## config.mk

```make
export PLATFORM = sky130hd
export DESIGN_NAME = checksum_accum_flat
export DESIGN_NICKNAME = d
export VERILOG_FILES = /design/src/rtl/checksum_accum_if.sv /design/src/rtl/checksum_accum.sv /design/src/flat_wrapper.sv
export SDC_FILE = /design/constraint.sdc
export NUM_CORES = 1
export LEC_CHECK = 0
export CELL_PAD_IN_SITES_DETAIL_PLACEMENT = 0
export CELL_PAD_IN_SITES_GLOBAL_PLACEMENT = 1
export CORE_MARGIN = 1
export CORE_UTILIZATION = 38
export CTS_CLUSTER_DIAMETER = 100
export DETAILED_ROUTE_END_ITERATION = 8
export GPL_TIMING_DRIVEN = 0
export PLACE_DENSITY_LB_ADDON = 0.05
export SETUP_SLACK_MARGIN = 0.2
export SLEW_MARGIN = 10
export SYNTH_ARGS = -nofsm -noshare
export SYNTH_HDL_FRONTEND = slang
export SYNTH_SLANG_ARGS = --single-unit
```

## constraint.sdc

```tcl
create_clock -name clk -period 7 [get_ports clk]
set_input_delay 1.75 -clock clk [delete_from_list [all_inputs] [get_ports clk]]
set_output_delay 1.75 -clock clk [all_outputs]
set_load 0.02 [all_outputs]
```

## src/rtl/checksum_accum_if.sv

```systemverilog
// ---------------------------------------------------------------------------
// checksum_accum_if
//
// Purpose:
//    Bundles the input word stream and the result handshake of
//    checksum_accum into one interface.
//
// Modports:
//    slave  - the checksum block.
//    master - the packet source and result consumer that drive it.
//
// Signals:
//    in_data   [DATA_W]  packet word, [31:16] = hi half, [15:0] = lo half
//    in_valid  [1]       in_data/in_last valid
//    in_ready  [1]       checksum block can take a word this cycle
//    in_last   [1]       final word of the packet
//    out_csum  [16]      complemented ones'-complement sum of the packet
//    out_words [CNT_W]   words accepted in the packet (saturating)
//    out_valid [1]       result valid, held until out_ready
//    out_ready [1]       consumer takes the result
//    busy      [1]       packet partially accumulated
//    out_ok    [1]       packet verifies against its own checksum
//                        (only when CHECKSUM_VERIFY_EN is defined)
//
// Configuration macro: CHECKSUM_VERIFY_EN adds the out_ok signal.
// ---------------------------------------------------------------------------
interface checksum_accum_if #(
   parameter int DATA_W = 32,
   parameter int CNT_W  = 10
);

   logic [DATA_W-1:0] in_data;
   logic              in_valid;
   logic              in_ready;
   logic              in_last;
   logic [15:0]       out_csum;
   logic [CNT_W-1:0]  out_words;
   logic              out_valid;
   logic              out_ready;
   logic              busy;
`ifdef CHECKSUM_VERIFY_EN
   logic              out_ok;
`endif

   // The slave side is the checksum block: it takes the stream and the
   // consumer's ready, and drives everything else back.
`ifdef CHECKSUM_VERIFY_EN
   modport slave (
      input  in_data, in_valid, in_last, out_ready,
      output in_ready, out_csum, out_words, out_valid, busy, out_ok
   );

   modport master (
      output in_data, in_valid, in_last, out_ready,
      input  in_ready, out_csum, out_words, out_valid, busy, out_ok
   );
`else
   modport slave (
      input  in_data, in_valid, in_last, out_ready,
      output in_ready, out_csum, out_words, out_valid, busy
   );

   modport master (
      output in_data, in_valid, in_last, out_ready,
      input  in_ready, out_csum, out_words, out_valid, busy
   );
`endif

endinterface

```

## src/rtl/checksum_accum.sv

```systemverilog
// ---------------------------------------------------------------------------
// checksum_accum
//
// Purpose:
//    Streaming 16-bit ones'-complement checksum (RFC 1071 style) over a
//    multi-word packet. Each accepted 32-bit word contributes its two 16-bit
//    halves, folded into the accumulator with end-around carry in a single
//    cycle. When the last word is accepted, the complemented sum and the
//    saturating word count are registered and presented until consumed.
//
// Ports:
//    clk    in   single clock, all state on the rising edge
//    rst_n  in   asynchronous, active-low reset
//    bus    slave modport of checksum_accum_if:
//              in_data/in_valid/in_last/in_ready  word stream
//              out_csum/out_words/out_valid/out_ready  result handshake
//              busy  packet partially accumulated
//              out_ok  self-verification flag (CHECKSUM_VERIFY_EN only)
//
// Configuration macro:
//    CHECKSUM_VERIFY_EN - when defined, out_ok reports whether the packet's
//    final sum is 0xFFFF, i.e. a packet that carries its own checksum
//    verifies. When undefined the compare logic is not built.
// ---------------------------------------------------------------------------
module checksum_accum #(
   parameter int DATA_W = 32,
   parameter int CNT_W  = 10
) (
   input logic             clk,
   input logic             rst_n,
   checksum_accum_if.slave bus
);

   typedef enum logic [1:0] {
      IDLE  = 2'd0,
      ACCUM = 2'd1,
      DONE  = 2'd2
   } state_t;

   localparam logic [CNT_W-1:0] CNT_ONE = {{(CNT_W-1){1'b0}}, 1'b1};

   state_t            state;
   state_t            state_next;

   logic [15:0]       acc;
   logic [CNT_W-1:0]  cnt;
   logic [15:0]       csum_q;
   logic [CNT_W-1:0]  words_q;

   logic              in_ready_c;
   logic              out_valid_c;
   logic              busy_c;
   logic              beat;

   logic [15:0]       half_hi;
   logic [15:0]       half_lo;
   logic [17:0]       sum_wide;
   logic [16:0]       sum_fold;
   logic [15:0]       acc_next;
   logic [CNT_W-1:0]  cnt_next;

`ifdef CHECKSUM_VERIFY_EN
   logic              ok_q;
`endif

   // A word is consumed only when both sides agree; in_data and in_last
   // are ignored on every other cycle.
   assign beat = bus.in_valid & in_ready_c;

   // Ones'-complement add of both halves to the accumulator. Adding two
   // 16-bit values to a 16-bit accumulator can carry at most 2 into bit 16,
   // so the first fold can itself carry once more; the second fold
   // absorbs that, and the result is guaranteed to fit in 16 bits.
   always_comb begin
      half_hi  = bus.in_data[DATA_W-1 -: 16];
      half_lo  = bus.in_data[15:0];
      sum_wide = {2'b00, acc} + {2'b00, half_hi} + {2'b00, half_lo};
      sum_fold = {1'b0, sum_wide[15:0]} + {15'd0, sum_wide[17:16]};
      acc_next = sum_fold[15:0] + {15'd0, sum_fold[16]};
   end

   // The word counter sticks at all-ones so very long packets still report
   // a meaningful (saturated) length instead of wrapping.
   always_comb begin
      cnt_next = cnt;
      if (cnt != {CNT_W{1'b1}}) begin
         cnt_next = cnt + CNT_ONE;
      end
   end

   // State register. Reset returns to IDLE from anywhere, discarding both a
   // partial packet and a result that has not been consumed yet.
   always_ff @(posedge clk or negedge rst_n) begin
      if (!rst_n) begin
         state <= IDLE;
      end else begin
         state <= state_next;
      end
   end

   // Next-state logic. IDLE and ACCUM behave identically on a beat; they
   // differ only in whether a packet is already in flight. DONE waits for
   // the consumer and never accepts a word, which costs one bubble per
   // packet but keeps the result stable and the accumulator clean.
   always_comb begin
      state_next = state;
      unique case (state)
         IDLE, ACCUM: begin
            if (beat) begin
               state_next = bus.in_last ? DONE : ACCUM;
            end
         end
         DONE: begin
            if (bus.out_ready) begin
               state_next = IDLE;
            end
         end
         default: begin
            state_next = IDLE;
         end
      endcase
   end

   // Handshake and status outputs are decoded from the state alone, so
   // in_ready never depends combinationally on in_valid or out_ready.
   always_comb begin
      in_ready_c  = 1'b1;
      out_valid_c = 1'b0;
      busy_c      = 1'b0;
      unique case (state)
         IDLE: begin
            in_ready_c = 1'b1;
         end
         ACCUM: begin
            busy_c = 1'b1;
         end
         DONE: begin
            in_ready_c  = 1'b0;
            out_valid_c = 1'b1;
         end
         default: begin
            in_ready_c = 1'b1;
         end
      endcase
   end

   // Accumulator and word counter. They advance on every accepted beat and
   // are cleared on the same edge the result is consumed, so the next
   // packet always starts from zero. Outside DONE, the only way to leave
   // IDLE is a beat, so acc and cnt are zero whenever the state is IDLE.
   always_ff @(posedge clk or negedge rst_n) begin
      if (!rst_n) begin
         acc <= 16'd0;
         cnt <= '0;
      end else if (state == DONE) begin
         if (bus.out_ready) begin
            acc <= 16'd0;
            cnt <= '0;
         end
      end else if (beat) begin
         acc <= acc_next;
         cnt <= cnt_next;
      end
   end

   // Result registers are loaded straight from the next-sum values on the
   // last beat, which makes the result visible the cycle after in_last is
   // accepted and keeps it frozen for as long as the consumer stalls.
   always_ff @(posedge clk or negedge rst_n) begin
      if (!rst_n) begin
         csum_q  <= 16'd0;
         words_q <= '0;
      end else if (beat && bus.in_last) begin
         csum_q  <= ~acc_next;
         words_q <= cnt_next;
      end
   end

`ifdef CHECKSUM_VERIFY_EN
   // A packet that already contains its own checksum sums to 0xFFFF
   // (negative zero). The flag is captured alongside out_csum and is only
   // meaningful while out_valid is high.
   always_ff @(posedge clk or negedge rst_n) begin
      if (!rst_n) begin
         ok_q <= 1'b0;
      end else if (beat && bus.in_last) begin
         ok_q <= (acc_next == 16'hFFFF);
      end
   end

   assign bus.out_ok = ok_q;
`endif

   assign bus.in_ready  = in_ready_c;
   assign bus.out_valid = out_valid_c;
   assign bus.busy      = busy_c;
   assign bus.out_csum  = csum_q;
   assign bus.out_words = words_q;

endmodule

```

## src/flat_wrapper.sv

```systemverilog
// flat-port wrapper written by rule: the top's interface ports become plain ports
module checksum_accum_flat 
#(
   parameter int DATA_W = 32,
   parameter int CNT_W  = 10
)
  (clk, rst_n, bus_in_data, bus_in_valid, bus_in_last, bus_out_ready, bus_in_ready, bus_out_csum, bus_out_words, bus_out_valid, bus_busy);
  checksum_accum_if #(.DATA_W(DATA_W), .CNT_W(CNT_W)) bus_i ();
  input logic clk;
  input logic rst_n;
  input wire logic [$bits(bus_i.in_data)-1:0] bus_in_data;
  input wire logic [$bits(bus_i.in_valid)-1:0] bus_in_valid;
  input wire logic [$bits(bus_i.in_last)-1:0] bus_in_last;
  input wire logic [$bits(bus_i.out_ready)-1:0] bus_out_ready;
  output wire logic [$bits(bus_i.in_ready)-1:0] bus_in_ready;
  output wire logic [$bits(bus_i.out_csum)-1:0] bus_out_csum;
  output wire logic [$bits(bus_i.out_words)-1:0] bus_out_words;
  output wire logic [$bits(bus_i.out_valid)-1:0] bus_out_valid;
  output wire logic [$bits(bus_i.busy)-1:0] bus_busy;
  assign bus_i.in_data = bus_in_data;
  assign bus_i.in_valid = bus_in_valid;
  assign bus_i.in_last = bus_in_last;
  assign bus_i.out_ready = bus_out_ready;
  assign bus_in_ready = bus_i.in_ready;
  assign bus_out_csum = bus_i.out_csum;
  assign bus_out_words = bus_i.out_words;
  assign bus_out_valid = bus_i.out_valid;
  assign bus_busy = bus_i.busy;
  checksum_accum #(.DATA_W(DATA_W), .CNT_W(CNT_W)) u_core (.clk(clk), .rst_n(rst_n), .bus(bus_i));
endmodule
```

==> impl_metrics.csv, run 1 <==
group,metric,value,unit
run_status,outcome,"finished with violations",
run_status,violations,"setup timing",
sta,max_freq,124,MHz
global_routing,grt.busiest_layer,"met2",
logic_synthesis,synth_cell_types,85,
sta,worstMarginPinSlew,0.797,ns
layout,diodes,0,
clock_network,clock_sinks,54,
place,post-dp-hpwl,10500,um
hold_path,worstHoldStart,"u_core.state[1]$_DFFE_PN0P_",
sta,fin_skew,0.00622,ns
global_routing,met1_usage,0.310,
global_routing,grt_pass1_vias,4300,
routing,viasPerCell,5.55,
global_routing,overflow,0,
critical_path,required,7.18,ns
logic_synthesis,ys_warn_count,0,
global_routing,track_usage,0.214,
critical_path,critPathMaxStageDelay,0.36,ns
die,rows,40,
logic_synthesis,synth_nets,642,
die,coreArea,0.0122,mm2
routing,finalWirelength,14000,um
routing,route.detailed.drc,0,
critical_path,end_kind,"register",
sta,rsz0062_at_grt,"true",
layout,multi_input_area,0.00381,mm2
global_routing,grtUsageMet3,0.0300,
clock_network,h-tree-depth,2,
critical_path,crit_path_start,"bus_in_data[16]",
sta,min_period,8.06,ns
routing,first_pass_iters,7,
layout,fin_nets,750,
sta,tns,-25.15,ns
critical_path,critPathMaxFanout,4,
sta,relSlewSlack,0.465,
critical_path,crit_arrival,8.24,ns
logic_synthesis,synth_area,0.00485,mm2
logic_synthesis,yosys-top-cells-area,"dfrtp_1 28%, ha_1 9.5%, o21ai_0 5.7%, xnor2_1 5.1%, nand2_1 4.4%",
logic_synthesis,synth_top_area_frac,0.278,
sta,hold_viol,0,
logic_synthesis,synth_top_family_by_area,"compound AO/OA/AOI/OAI gates",
routing,drtAntennaViolNets,0,
die,io-pin-count,66,
die,dieArea,0.0132,mm2
logic_synthesis,avgSynthCellArea,8.59,um2
logic_synthesis,synth.largest_area_cell,"dfrtp_1",
sta,fin_ws,-1.06,ns
layout,fillers,1127,
critical_path,regToRegStartpoint,"u_core.acc[0]$_DFFE_PN0P_",
critical_path,critPathMostFrequentCell,"o21ai_2",
hold_path,min_path_type,"reg2reg",
die,dieWidth,115,um
logic_synthesis,synth_fa_ha_area_frac,0.108,
logic_synthesis,ys.flop_type,"dfrtp_1",
clock_network,clk_latency,0.30,ns
global_routing,antenna_found_initial,0,
logic_synthesis,ys_ff_latch,54,
routing,drt-initial-drc-count,328,
logic_synthesis,synthSimpleGateAreaFrac,0.198,
sta,maxSlewViolCount,0,
critical_path,critPathSlowestCell,"nor4b_4",
logic_synthesis,synth_xor_area_frac,0.0866,
layout,seq_area,0.00135,mm2
logic_synthesis,syn_inst,565,
critical_path,critical_path_class,"in2reg",
layout,area_delta_synth_final,37.9,%
logic_synthesis,synth_mux_area_frac,0.0152,
die,start_util,0.398,
logic_synthesis,seq_area_frac_synth,0.278,
routing,wl_per_cell,16.7,um
global_routing,grt_max_degree,32,
global_routing,grt_pass1_wl,22200,um
routing,dr_total_vias,4672,
place,gp_congestion,0.891,
layout,mostFrequentLayoutCells,"60 x clkdlybuf4s50_1, 55 x nand2_1, 54 x dfrtp_1",
layout,final_common_cell,"clkdlybuf4s50_1",
logic_synthesis,synthArstFlopShare,1.00,
critical_path,startpoint_type,"input pin",
clock_network,numCtsBuffers,5,
sta,fin_crit_sh,1.15,
global_routing,use_met2,0.341,
place,io_buffers,65,
sta,finalSetupViolCount,32,
logic_synthesis,synth_edf_count,0,
clock_network,cts_root_buf,"clkbuf_16",
job,maxCapViolCount,0,
layout,layout-drive-gt1-share,0.236,
clock_network,cts.clk_slew.worst_paths,0.07,ns
die,die_height,115,um
clock_network,clock_path_buffers,2,
logic_synthesis,synth_compound_gate_area_share,0.275,
clock_network,tritoncts,"yes",
## registers in the layout (all words and copies together) (netlist names)
name and flops:
u_core.acc 16, u_core.cnt 10, u_core.state 2, u_core.bus.out_csum 16
u_core.bus.out_words 10
## worst max-delay path, delay by kind of cell
family	cells	cell delay (ns)
xor+xnor	2	0.44
simple gates	9	1.78
fa+ha+maj	6	1.46
buf+inv	4	0.31
mux	1	0.29
compound gates	14	2.19
## timing repair
| action | 4_1_cts | 5_1_grt |
|---|---|---|
| gates resized for setup | 58 | 28 |
| pin swaps | 55 | 36 |
| endpoints found under the setup margin | 32 | 32 |
| setup buffers | 21 | 14 |
| hold buffers | 0 | 0 |
## cell families (layout without fill, tap and decap cells)
kind of cell	count (synthesis)	in the layout
compound gates	187	187
simple gates	187	187
flops	54	54
buf+inv	46	155
xor+xnor	44	44
fa+ha+maj	40	40
mux	7	7
## Yosys cell counts, types with 5 or more instances
| master | n |
|---|---|
| inv_1 | 24 |
| buf_2 | 5 |
| o21ai_1 | 7 |
| a21oi_1 | 30 |
| and4_1 | 5 |
| nand2_1 | 57 |
| a21o_1 | 7 |
| o21ai_0 | 55 |
| a211oi_1 | 7 |
| nor2b_1 | 7 |
| clkbuf_1 | 13 |
| xor2_1 | 13 |
| nand2b_1 | 6 |
| nand3_1 | 14 |
| xnor2_1 | 28 |
| nor3_1 | 14 |
| ha_1 | 37 |
| a22o_1 | 12 |
| dfrtp_1 | 54 |
| or3_1 | 5 |
| and3_1 | 9 |
| nor2_1 | 38 |
## worst paths after layout
kind	depth (start not counted)	endpoint	slack, ns
setup / recovery	36	u_core.bus.out_csum[11]$_DFFE_PN0P_	-1.06
hold / removal	1	u_core.state[0]$_DFFE_PN0P_	0.47
setup reg to reg	35	u_core.bus.out_csum[11]$_DFFE_PN0P_	0.01
hold reg to reg	1	u_core.state[0]$_DFFE_PN0P_	0.47
max in group asynchronous	2	u_core.bus.out_csum[10]$_DFFE_PN0P_	4.91
min in group asynchronous	1	u_core.bus.out_csum[1]$_DFFE_PN0P_	1.52
## layout make-up
type | count | share of cell area
clock buffer | 6 | 0.0207
inverter | 24 | 0.0138
clock inverter | 2 | 0.00187
sequential | 54 | 0.202
multi-input combinational | 465 | 0.569
buffer | 22 | 0.0189
tap | 168 | 0.0314
timing repair buffer | 101 | 0.142
## metal layers
metal  wire length, um  up-vias
li1                  -     2314
met4               141        0
met5                 0        -
met3               489        9
met2              6480       98
met1              6930     2251
## stage by stage
stage / hold WS, ns / utilization / instances / setup WS, ns / cell area [um2]
floorplan: 0.438 / - / 565 / -0.714 / 5010
global placement: 0.460 / 0.481 / 798 / -2.46 / 5870
detailed placement: 0.467 / 0.483 / 799 / -2.50 / 5900
CTS: 0.474 / 0.528 / 828 / -1.07 / 6450
global route: 0.492 / 0.548 / 842 / -1.33 / 6700
finish: 0.473 / 0.548 / 842 / -1.06 / 6700
Power of run 1 is not shown: default switching activity piles up to over one toggle a cycle in this logic, so the estimate is an artifact.
==> run 2, diff against run 1 <==
--- a/config.mk
+++ b/config.mk
@@ -11,6 +11,7 @@
 export CORE_UTILIZATION = 38
 export CTS_CLUSTER_DIAMETER = 100
 export DETAILED_ROUTE_END_ITERATION = 8
+export GPL_ROUTABILITY_DRIVEN = 0
 export GPL_TIMING_DRIVEN = 0
 export PLACE_DENSITY_LB_ADDON = 0.05
 export SETUP_SLACK_MARGIN = 0.2
==> results of run 2 <==
The final DEF is identical to that of run 1; final timing and power are the same.
Power of run 2 is left out for the same reason.
